[src/rtl/fetch_decode_buffer.sv]
// Instruction queue between fetch and decode: a circular FIFO of {PC, instr} pairs
// with a valid/ready head, flush-to-empty, and the fetch PC enable (in_ready).
module fetch_decode_buffer #(
   parameter int unsigned XLEN      = 32,
   parameter int unsigned DEPTH     = 4,
   parameter logic [31:0] NOP_INSTR = 32'h0000_0013
) (
   input  logic                     clock,
   input  logic                     reset,
   input  logic                     in_valid,
   input  logic [XLEN-1:0]          in_pc,
   input  logic [31:0]              in_instr,
   output logic                     in_ready,
   output logic                     out_valid,
   output logic [XLEN-1:0]          out_pc,
   output logic [31:0]              out_instr,
   input  logic                     out_ready,
   input  logic                     flush,
   output logic [$clog2(DEPTH):0]   count
);

   localparam int unsigned AW = $clog2(DEPTH);
   localparam int unsigned CW = AW + 1;
   localparam logic [CW-1:0] FULL = CW'(DEPTH);

   logic [XLEN-1:0] r_pc_mem    [DEPTH];
   logic [31:0]     r_instr_mem [DEPTH];
   logic [AW-1:0]   r_wr_ptr;
   logic [AW-1:0]   r_rd_ptr;
   logic [CW-1:0]   r_count;

   logic w_in_ready;
   logic w_out_valid;
   logic w_push;
   logic w_pop;

   // in_ready comes only from the registered count, so a pop on a full
   // buffer frees the slot for the following cycle, not this one.
   assign w_in_ready  = (r_count != FULL);
   assign w_out_valid = (r_count != '0);
   assign w_push      = in_valid & w_in_ready & ~flush;
   assign w_pop       = w_out_valid & out_ready & ~flush;

   always_ff @(posedge clock or negedge reset) begin
      if (!reset) begin
         r_wr_ptr <= '0;
         r_rd_ptr <= '0;
         r_count  <= '0;
      end else if (flush) begin
         r_wr_ptr <= '0;
         r_rd_ptr <= '0;
         r_count  <= '0;
      end else begin
         if (w_push) r_wr_ptr <= r_wr_ptr + AW'(1);
         if (w_pop)  r_rd_ptr <= r_rd_ptr + AW'(1);
         case ({w_push, w_pop})
            2'b10:   r_count <= r_count + CW'(1);
            2'b01:   r_count <= r_count - CW'(1);
            default: r_count <= r_count;
         endcase
      end
   end

   // Storage is deliberately left out of reset; count gates its visibility.
   always_ff @(posedge clock) begin
      if (w_push) begin
         r_pc_mem[r_wr_ptr]    <= in_pc;
         r_instr_mem[r_wr_ptr] <= in_instr;
      end
   end

   assign in_ready  = w_in_ready;
   assign out_valid = w_out_valid;
   assign out_pc    = w_out_valid ? r_pc_mem[r_rd_ptr]    : '0;
   assign out_instr = w_out_valid ? r_instr_mem[r_rd_ptr] : NOP_INSTR;
   assign count     = r_count;

endmodule

[config.mk]
export PLATFORM = sky130hd
export DESIGN_NAME = fetch_decode_buffer
export DESIGN_NICKNAME = d
export VERILOG_FILES = /design/src/rtl/fetch_decode_buffer.sv
export SDC_FILE = /design/constraint.sdc
export NUM_CORES = 1
export LEC_CHECK = 0
export CAP_MARGIN = 20
export CORE_UTILIZATION = 45
export CTS_CLUSTER_DIAMETER = 80
export DETAILED_ROUTE_END_ITERATION = 16
export PLACE_DENSITY = 0.7
export SYNTH_ARGS = -nofsm -noshare
export SYNTH_HDL_FRONTEND = slang
export SYNTH_SLANG_ARGS = --single-unit
export TNS_END_PERCENT = 20
[constraint.sdc]
create_clock -name clock -period 2.7 [get_ports clock]
set_input_delay 0.54 -clock clock [delete_from_list [all_inputs] [get_ports clock]]
set_output_delay 0.54 -clock clock [all_outputs]
set_load 0.05 [all_outputs]
==> impl_metrics.csv <==
group,metric,value,unit
clock_tree,h-tree-depth,1,
sta,fin_hold_viols,0,
place,port_buffers,137,
sta,min_period_over_period,102,%
sta,worst_hold_margin,0.307,ns
clock_tree,cts_tree,"done",
sta,post-route-min-period,2.75,ns
power,report.power.total,12.6,mW
run_status,violations,"design-rule violations, negative setup slack",
logic_synthesis,synth_cell_type_count,35,
power,static-leakage-power,4.53,nW
logic_synthesis,mappedNetlistArea,0.0102,sq mm
drt,via_count,5078,
sta,max-slew-margin-rel,63.4,%
layout,layout.filler_cells,1513,
critical_path,timing.setup.critical_path_class,"flip-flop to output port",
logic_synthesis,synthXorXnorAreaFrac,0.343,%
logic_synthesis,synth_simple_gate_area_share,5.51,%
logic_synthesis,synth.yosys.warnings,0,
logic_synthesis,synth-compound-area-share,0.711,%
clock_tree,worstSkewPairLatency,0.51,ns
clock_tree,clkTransAtPathRegs,0.06,ns
drt,routedLengthMet1,8800,microns
sta,skew,0.00753,ns
drt,antenna_left,0,
logic_synthesis,synth-async-reset-ratio,2.66,%
critical_path,critPathLaunchType,"flip-flop",
clock_tree,cts-buffers-inserted,27,
run_status,result_of_the_run,"finished with violations",
sta,rsz0062_at_grt,"yes",
logic_synthesis,yosys_most_used_dff,"edfxtp_1",
layout,nets,718,
die,core,0.0220,sq mm
grt,first_global_vias,5458,
sta,fin_ws,-0.0545,ns
grt,grt_first_pass_wirelength,31800,microns
logic_synthesis,seq_area_frac_synth,77.0,%
logic_synthesis,postSynthRegisterBits,263,
sta,final_setup_tns,-0.798,ns
critical_path,cp.required,2.16,ns
drt,met3RoutedLength,1260,microns
power,vdd_ir_drop_max,0.000799,V
grt,grt_antenna_before_repair,0,
layout,postLayoutCellArea,0.0136,sq mm
worst_hold_path,min_path_type,"input port to asynchronous set/reset pin",
logic_synthesis,synth_enable_flop_cells,256,
grt,grt_remaining_overflow,0,
drt,dr.max_layer_used,"met4",
layout,layout.area.seq,0.00787,sq mm
layout,multi_input_area,0.00234,sq mm
die,fp.dieH,153,microns
clock_tree,clock_sink_count,263,
logic_synthesis,synth_area_per_cell,21.8,sq um
sta,tightest_slew,0.547,ns
logic_synthesis,synth-adder-area-share,0.686,%
job,cap_violations,0,
clock_tree,maximum_buffer_depth_of_the_clock_tree,3,
drt,wl,20600,microns
die,fp-row-count,54,
place,routabilityCongestion,0.805,
clock_tree,cts-root-buf,"clkbuf_16",
logic_synthesis,syn-num-nets,543,
critical_path,crit_fanout,8,
critical_path,worst-endpoint-arrival,2.21,ns
sta,finalSetupViolations,34,
logic_synthesis,synth_mux_area_share,14.2,%
die,initial_core_utilization,46.4,%
power,p_per_area,930,mW/mm^2
layout,flow.area_growth_from_synthesis,32.9,%
layout,layout_cell_share_with_drive_strength_beyond_1,39.2,%
logic_synthesis,synthesis.instances,469,
grt,grt_max_degree,64,
sta,maxSlewViolCount,0,
drt,dr.pass1.iters,12,
layout,n_antenna_cell,0,
place,place.detailed.hpwl,12200,microns
sta,fmaxAchievable,363,MHz
drt,routed_via_density,5.40,
die,die_w,153,microns
place,dpl-instance-area,0.0124,sq mm
die,die_area,0.0233,sq mm
drt,routedWlPerCell,21.9,microns
drt,route.met2.wl,10200,microns
drt,post-route-drc-count,5,
logic_synthesis,combinational_family_with_the_most_area_after_synthesis,"multiplexers",
critical_path,worstSetupEndpointType,"output port",
grt,globalRouteTotalUtil,17.8,%
die,pin_count,138,
drt,drt_iter0_drc,253,
## report_power, final
part | switching [mW] | internal (mW)
Clock | 1.39 | 1.91
Sequential | 0.108 | 4.68
Combinational | 2.42 | 2.13
## cells in the mapped netlist, types with 2 or more instances
library cell / instances / area (sq um)
buf_6: 4 / 45.0
nor2b_1: 2 / 12.5
mux4_2: 64 / 1440
ha_1: 4 / 50.1
and3_1: 4 / 25.0
edfxtp_1: 256 / 7690
nor3_1: 2 / 10.0
nand2_1: 6 / 22.5
a21oi_1: 3 / 15.0
and2_1: 61 / 382
dfrtp_1: 7 / 175
a2111oi_0: 2 / 17.5
or2_2: 3 / 18.8
nand3_1: 3 / 15.0
inv_2: 2 / 7.51
xor2_1: 3 / 26.3
inv_1: 3 / 11.3
nor2_1: 6 / 22.5
clkbuf_1: 8 / 30.0
buf_2: 11 / 55.1
## sequential cells by signal, summed over array words and instances, names as in the netlist
| register | count |
|---|---|
| r_rd_ptr | 2 |
| count | 3 |
| r_pc_mem | 128 |
| r_wr_ptr | 2 |
| r_instr_mem | 128 |
## worst max-delay path, stage by stage, from the launching register on
cell     delay, ns
dfrtp_4       0.56
buf_12        0.18
buf_4         0.13
mux4_2        0.49
and2_4        0.18
buf_6         0.15
## metal layers
metal  up-vias  global-route usage [%]
met1      2629                    23.7
met3        32                    4.07
met2       158                    30.0
li1       2259                       -
met4         0                    4.28
met5         -                       0
## stage by stage
| stage | utilization [%] | cells | worst slack [ns] |
|---|---|---|---|
| after global routing | 61.6 | 940 | -0.116 |
| after global placement | 56.3 | 885 | 0.0787 |
| final | 61.6 | 940 | -0.0545 |
| after detailed placement | 56.3 | 885 | -0.0641 |
| after floorplan | - | 469 | -0.702 |
| after CTS | 60.8 | 937 | -0.110 |
## placed cells by master (no fill, tap or decap), types with 2 or more instances in the layout
cell	netlist	routed
buf_4	1	21
and2_1	61	11
clkinv_2	0	2
nand2_1	6	6
inv_2	2	2
clkdlybuf4s50_1	0	71
nor3_1	2	2
clkbuf_16	0	28
and3_4	0	4
inv_1	3	3
ha_1	4	4
edfxtp_1	256	256
clkbuf_1	8	6
dfrtp_1	7	3
buf_12	0	45
buf_8	0	7
mux4_2	64	64
dfrtp_4	0	2
nor2b_1	2	2
dfrtp_2	0	2
buf_16	0	2
a2111oi_0	2	2
a21oi_1	3	3
nor2_1	6	6
nand3_1	3	3
buf_6	4	22
or2_4	0	2
clkinv_1	0	8
xor2_1	3	3
and2_4	0	50
## worst paths after layout
kind	from	end	slack (ns)	cells past startpoint
max	r_rd_ptr[0]$_DFFE_PN0P_	out_instr[16]	-0.05	5
min	reset	r_rd_ptr[0]$_DFFE_PN0P_	0.31	1
max reg2reg	count[1]$_DFFE_PN0P_	count[2]$_DFFE_PN0P_	0.14	8
min reg2reg	r_wr_ptr[1]$_DFFE_PN0P_	r_wr_ptr[1]$_DFFE_PN0P_	0.64	2
max in group asynchronous	reset	r_rd_ptr[1]$_DFFE_PN0P_	2.09	1
min in group clock	r_wr_ptr[1]$_DFFE_PN0P_	r_wr_ptr[1]$_DFFE_PN0P_	0.64	2
## repair_timing
| action | CTS | global route |
|---|---|---|
| pin swaps | 0 | 1 |
| endpoints found under the setup margin | 65 | 64 |
| gates resized for setup | 38 | 55 |
| cloned | 1 | 1 |
| setup buffers | 6 | 2 |
| hold buffers | 0 | 0 |
## cell type report
class	instances	share of cell area, %
Sequential cell	263	58.0
Multi-Input combinational cell	177	17.3
Timing Repair Buffer	170	16.3
Clock buffer	33	5.14
Tap cell	280	2.58
Clock inverter	12	0.572
Inverter	5	0.138
## logic make-up (layout without fill, tap and decap cells)
kind of cell,count (synthesis),after routing
compound gates,10,10
xor+xnor,4,4
buf+inv,29,220
flops,263,263
simple gates,93,93
mux,65,65
fa+ha+maj,5,5
Power figures use the tool's default switching activity.
